$ cat src/rtl/dma_desc_queue.sv
// DMA descriptor queue: a 4-deep FIFO of {cmd, desc} words drained by a small
// handshake engine (REQ -> GRANT -> RUN -> DONE) toward an external DMA.
// Malformed entries are discarded at dequeue, RUN is guarded by a watchdog,
// and sticky error flags record overflow, bad descriptors and timeouts.
module dma_desc_queue #(
  parameter int TMO_CYCLES = 255
) (
  input  logic        clk,
  input  logic        reset,
  input  logic        push,
  input  logic [31:0] push_desc,
  input  logic [1:0]  push_cmd,
  output logic        full,
  output logic        empty,
  output logic [2:0]  level,
  output logic        dreq,
  input  logic        hreq,
  output logic        hack,
  input  logic        dack,
  input  logic        intr,
  output logic [31:0] desc,
  output logic        desc_oe,
  output logic [1:0]  cmd,
  output logic        busy,
  output logic        done,
  output logic [7:0]  done_count,
  output logic        err_ovf,
  output logic        err_bad,
  output logic        err_tmo,
  input  logic        clr_err
);

  typedef enum logic [2:0] {
    S_IDLE  = 3'd0,
    S_REQ   = 3'd1,
    S_GRANT = 3'd2,
    S_RUN   = 3'd3,
    S_DONE  = 3'd4
  } state_t;

  localparam logic [8:0] TMO_LIMIT = 9'(TMO_CYCLES);

  state_t      state;
  state_t      state_nxt;

  logic [33:0] mem [4];
  logic [1:0]  wr_ptr;
  logic [1:0]  rd_ptr;
  logic [2:0]  count;

  logic [33:0] head;
  logic [1:0]  head_cmd;
  logic [31:0] head_desc;
  logic        head_valid;

  logic        pop;
  logic        push_ok;
  logic        ovf_set;
  logic        bad_set;
  logic        tmo_set;
  logic        load_desc;
  logic        start_run;
  logic        leave_run;
  logic        wdog_expired;

  logic [7:0]  wdog;
  logic        run_ok;
  logic [1:0]  cmd_q;
  logic [31:0] desc_q;

  assign head       = mem[rd_ptr];
  assign head_cmd   = head[33:32];
  assign head_desc  = head[31:0];
  assign head_valid = (head_desc[31:26] != 6'd0) &&
                      ((head_cmd == 2'b00) || (head_cmd == 2'b10));

  assign full  = (count == 3'd4);
  assign empty = (count == 3'd0);
  assign level = count;

  // A push into a full queue still fits when the head leaves on the same edge.
  assign push_ok = push && (!full || pop);
  assign ovf_set = push && full && !pop;

  // The watchdog value is the number of RUN cycles already completed.
  assign wdog_expired = (state == S_RUN) && (({1'b0, wdog} + 9'd1) >= TMO_LIMIT);

  // Next-state decode plus the one-cycle control strobes that go with each move.
  always_comb begin
    state_nxt = state;
    pop       = 1'b0;
    bad_set   = 1'b0;
    tmo_set   = 1'b0;
    load_desc = 1'b0;
    start_run = 1'b0;
    leave_run = 1'b0;
    case (state)
      S_IDLE: begin
        if (!empty) begin
          if (head_valid) begin
            state_nxt = S_REQ;
            load_desc = 1'b1;
          end else begin
            pop     = 1'b1;
            bad_set = 1'b1;
          end
        end
      end
      S_REQ: begin
        if (hreq) begin
          state_nxt = S_GRANT;
        end
      end
      S_GRANT: begin
        if (dack) begin
          state_nxt = S_RUN;
          start_run = 1'b1;
        end
      end
      S_RUN: begin
        if (intr) begin
          state_nxt = S_DONE;
          leave_run = 1'b1;
        end else if (wdog_expired) begin
          state_nxt = S_DONE;
          leave_run = 1'b1;
          tmo_set   = 1'b1;
        end
      end
      S_DONE: begin
        state_nxt = S_IDLE;
        pop       = 1'b1;
      end
      default: begin
        state_nxt = S_IDLE;
      end
    endcase
  end

  // Handshake outputs are pure decodes of the state so reset drops them at once.
  always_comb begin
    dreq    = (state == S_REQ) || (state == S_GRANT) || (state == S_RUN);
    hack    = (state == S_GRANT) || (state == S_RUN);
    desc_oe = (state == S_REQ) || (state == S_GRANT);
    busy    = (state != S_IDLE);
    done    = (state == S_DONE) && run_ok;
    cmd     = cmd_q;
    desc    = desc_q;
  end

  // State register.
  always_ff @(posedge clk or posedge reset) begin
    if (reset) begin
      state <= S_IDLE;
    end else begin
      state <= state_nxt;
    end
  end

  // FIFO storage, pointers and occupancy; both pointers wrap naturally at 2 bits.
  always_ff @(posedge clk or posedge reset) begin
    if (reset) begin
      wr_ptr <= 2'd0;
      rd_ptr <= 2'd0;
      count  <= 3'd0;
      for (int i = 0; i < 4; i++) begin
        mem[i] <= 34'd0;
      end
    end else begin
      if (push_ok) begin
        mem[wr_ptr] <= {push_cmd, push_desc};
        wr_ptr      <= wr_ptr + 2'd1;
      end
      if (pop) begin
        rd_ptr <= rd_ptr + 2'd1;
      end
      case ({push_ok, pop})
        2'b10:   count <= count + 3'd1;
        2'b01:   count <= count - 3'd1;
        default: count <= count;
      endcase
    end
  end

  // Descriptor and command registers facing the DMA; cmd is only live during RUN.
  always_ff @(posedge clk or posedge reset) begin
    if (reset) begin
      desc_q <= 32'd0;
      cmd_q  <= 2'b00;
    end else begin
      if (load_desc) begin
        desc_q <= head_desc;
      end
      if (start_run) begin
        cmd_q <= head_cmd;
      end else if (leave_run) begin
        cmd_q <= 2'b00;
      end
    end
  end

  // Watchdog and outcome of the transfer; an int on the expiry edge counts as success.
  always_ff @(posedge clk or posedge reset) begin
    if (reset) begin
      wdog   <= 8'd0;
      run_ok <= 1'b0;
    end else begin
      if (start_run) begin
        wdog <= 8'd0;
      end else if (state == S_RUN) begin
        wdog <= wdog + 8'd1;
      end
      if (leave_run) begin
        run_ok <= intr;
      end
    end
  end

  // Completed-descriptor counter, bumped as DONE retires a successful entry.
  always_ff @(posedge clk or posedge reset) begin
    if (reset) begin
      done_count <= 8'd0;
    end else if ((state == S_DONE) && run_ok) begin
      done_count <= done_count + 8'd1;
    end
  end

  // Sticky error flags; a fresh error wins over a clear on the same edge.
  always_ff @(posedge clk or posedge reset) begin
    if (reset) begin
      err_ovf <= 1'b0;
      err_bad <= 1'b0;
      err_tmo <= 1'b0;
    end else begin
      err_ovf <= ovf_set || (err_ovf && !clr_err);
      err_bad <= bad_set || (err_bad && !clr_err);
      err_tmo <= tmo_set || (err_tmo && !clr_err);
    end
  end

endmodule

$ cat config.mk
export PLATFORM = sky130hd
export DESIGN_NAME = dma_desc_queue
export DESIGN_NICKNAME = d
export VERILOG_FILES = /design/src/rtl/dma_desc_queue.sv
export SDC_FILE = /design/constraint.sdc
export NUM_CORES = 1
export LEC_CHECK = 0
export ABC_AREA = 0
export CAP_MARGIN = 10
export CORE_MARGIN = 8
export CORE_UTILIZATION = 30
export CTS_CLUSTER_DIAMETER = 40
export DETAILED_ROUTE_END_ITERATION = 6
export PLACE_DENSITY = 0.46
export SLEW_MARGIN = 10
export SYNTH_ARGS = -nofsm -noshare
export SYNTH_HDL_FRONTEND = slang
export SYNTH_SLANG_ARGS = --single-unit
export TNS_END_PERCENT = 1
$ cat constraint.sdc
create_clock -name clk -period 8.6 [get_ports clk]
set_clock_uncertainty 0.1 [all_clocks]
set_input_delay 1.72 -clock clk [delete_from_list [all_inputs] [get_ports clk]]
set_output_delay 1.72 -clock clk [all_outputs]
set_load 0.005 [all_outputs]
==> metrics.cfg <==
[power]
power.total_mw=4.49
ir_drop_uv=140
seqPwrFrac_pct=37.8
pwr-share-clk_pct=17.6
p_sw_mw=1.46
p_leak_nw=5.00
power_density_nw_per_um2=403
swShare_pct=32.4
p_int_mw=3.03
combPwrFrac_pct=44.7

[route]
wirelength_um=22200
vias=5041
drc=0
drtIter0Drc=247
ant_nets=0
dr.pass1.iters=4
via_per_inst=4.70
routedWlPerCell_um=20.7

[setup_path]
critPathKind=reg2out
setup.worst_path.start_class=flip-flop
cp.arrival_ns=2.29
crit_fanout=13
reg2reg_depth=12
cp.required_ns=6.78
end_kind=primary output

[timing]
hold_viol=0
slew-limit-headroom_pct=37.6
drv_slew=0
fin_crit_ns=4.11
tns_ns=0
rsz0062_at_grt=no
fmax_mhz=243
period_share_pct=47.8
tightest_slew_ns=0.936
setup_viol=0

[hold_path]
whs_path_depth=1
hp-class=reg2reg

[logic_synthesis]
synth_edf_count=0
synth-seq-area-share_pct=53.8
yosysWarnings=0
postSynthCellCount=576
synth_fp_nets=626
synth_seq_cells=200
syn_area_um2=9310
async_flop_share_pct=100
synth_cell_types=41
syn_area_per_cell_um2=16.2
synth-main-ff-cell=dfrtp_1

[clocking]
h-tree-depth=4
cts_buffers=17
cts_setup_buffers=0
hold_buffers=0
cts.repair.resized=0
root_buffer=clkbuf_16
clk_pin_slew_worst_paths_ns=0.08
clk_latency_ns=0.43
cts_tree=built
numClockSinks=200
clockBufferDepth=2

[layout]
layout_common_cells=dfrtp_1 (198), mux2_4 (120), clkdlybuf4s50_1 (95)
area_growth_pct=19.8
nFillCells=2939
drive_gt1_share_pct=36.9
nets=714
final_common_cell=dfrtp_1
final_util_pct=36.4
diodes=0

[floorplanning]
dieArea_um2=36900
die_y_um=192
initial_utilization_pct=30.4
coreArea_um2=30600
die_x_um=192
rows=64
pin_count=96

[placement]
place.port_buffers=95
dp_hpwl_um=13700
routabilityCongestion=0.736

[run]
timing.max_cap.violations=0

[global_routing]
grt_first_pass_wirelength_um=35100
grt_max_degree=129
grt_pass1_vias=5713
gr-total-overflow=0
antenna_found_initial=0
grt_usage_pct=12.4

[run_status]
outcome=completed

final timing paths:
kind                                    start             to  slack [ns]
worst max-delay path                 state[0]           done        4.49
worst min-delay path            done_count[7]  done_count[7]        0.38
worst max register to register      rd_ptr[1]       level[2]        4.71
worst min register to register  done_count[7]  done_count[7]        0.38
max in group asynchronous               reset      rd_ptr[0]        4.99
min in group asynchronous               reset  done_count[7]        1.75
power groups by stage:
stage          sequential (mW)  combinational [mW]  clock [mW]
2_1_floorplan             1.61                1.52           0
3_3_place_gp              1.67                2.02           0
3_5_place_dp              1.71                2.05           0
4_1_cts                   1.70                2.06       0.816
5_1_grt                   1.76                2.17       0.858
6_report                  1.70                2.01       0.788
flip-flops by register name, indices dropped and copies added, names as in the netlist:
name,cells
desc,32
level,3
run_ok,1
mem,136
err_ovf,1
err_bad,1
err_tmo,1
done_count,8
wr_ptr,2
state,3
wdog,8
rd_ptr,2
cmd,2
critical path, stage by stage (launching register included):
cell and delay, ns:
dfrtp_1 0.53, nor2_1 0.31, and3_1 0.44, clkdlybuf4s50_1 0.58
layer usage:
layer | share of wire [%] | wire, µm | vias up | GRT usage (%)
li1 | - | - | 2265 | -
met1 | 45 | 10100 | 2702 | 16.1
met2 | 51 | 11300 | 61 | 21.2
met3 | 2.8 | 627 | 13 | 2.36
met4 | 0.79 | 176 | 0 | 2.94
met5 | 0 | 0 | - | 0
cells by family (layout without fill, tap and decap cells):
kind of cell	after synthesis	in the layout	share of synthesized area, %
adder cells (fa/ha/maj)	9	9	1.29
XOR/XNOR	17	17	1.60
flip-flops	200	200	53.8
AO/OA/AOI/OAI	35	35	2.50
buffers and inverters	44	145	2.89
multiplexers	205	205	33.7
AND/OR/NAND/NOR	66	66	4.20
layout make-up:
type | instances | area, µm² | area share, %
flip-flops and latches | 200 | 5010 | 44.9
clock inverters | 14 | 139 | 1.25
inverters | 14 | 60.1 | 0.539
well taps | 396 | 495 | 4.44
repair buffers | 99 | 981 | 8.80
clock buffers | 18 | 429 | 3.85
multi-input cells | 332 | 4040 | 36.2
cells in the mapped netlist (3+ instances only):
cell type	instances	area [µm²]
mux2_4	120	1800
xnor2_1	9	78.8
and3_1	7	43.8
a21oi_1	5	25.0
buf_6	13	146
nand2_1	13	48.8
ha_1	8	100
mux2_2	49	552
nor2b_1	3	18.8
nand3_1	9	45.0
clkbuf_1	11	41.3
nand4_1	4	25.0
dfrtp_1	200	5000
mux4_2	34	766
inv_1	14	52.6
buf_2	5	25.0
xor2_1	8	70.1
nor2_1	17	63.8
nand2_8	4	80.1
o21ai_0	16	80.1
stage by stage:
step | hold slack (ns) | instance area (µm²) | cells | setup WS (ns)
2_1_floorplan | 0.358 | 9310 | 576 | 1.33
3_3_place_gp | 0.363 | 10600 | 1041 | 4.53
3_5_place_dp | 0.369 | 10600 | 1041 | 4.42
4_1_cts | 0.381 | 11100 | 1073 | 4.43
5_1_grt | 0.405 | 11100 | 1073 | 4.34
6_report | 0.376 | 11100 | 1073 | 4.49
Note: power is estimated with default switching activity, not from simulation.
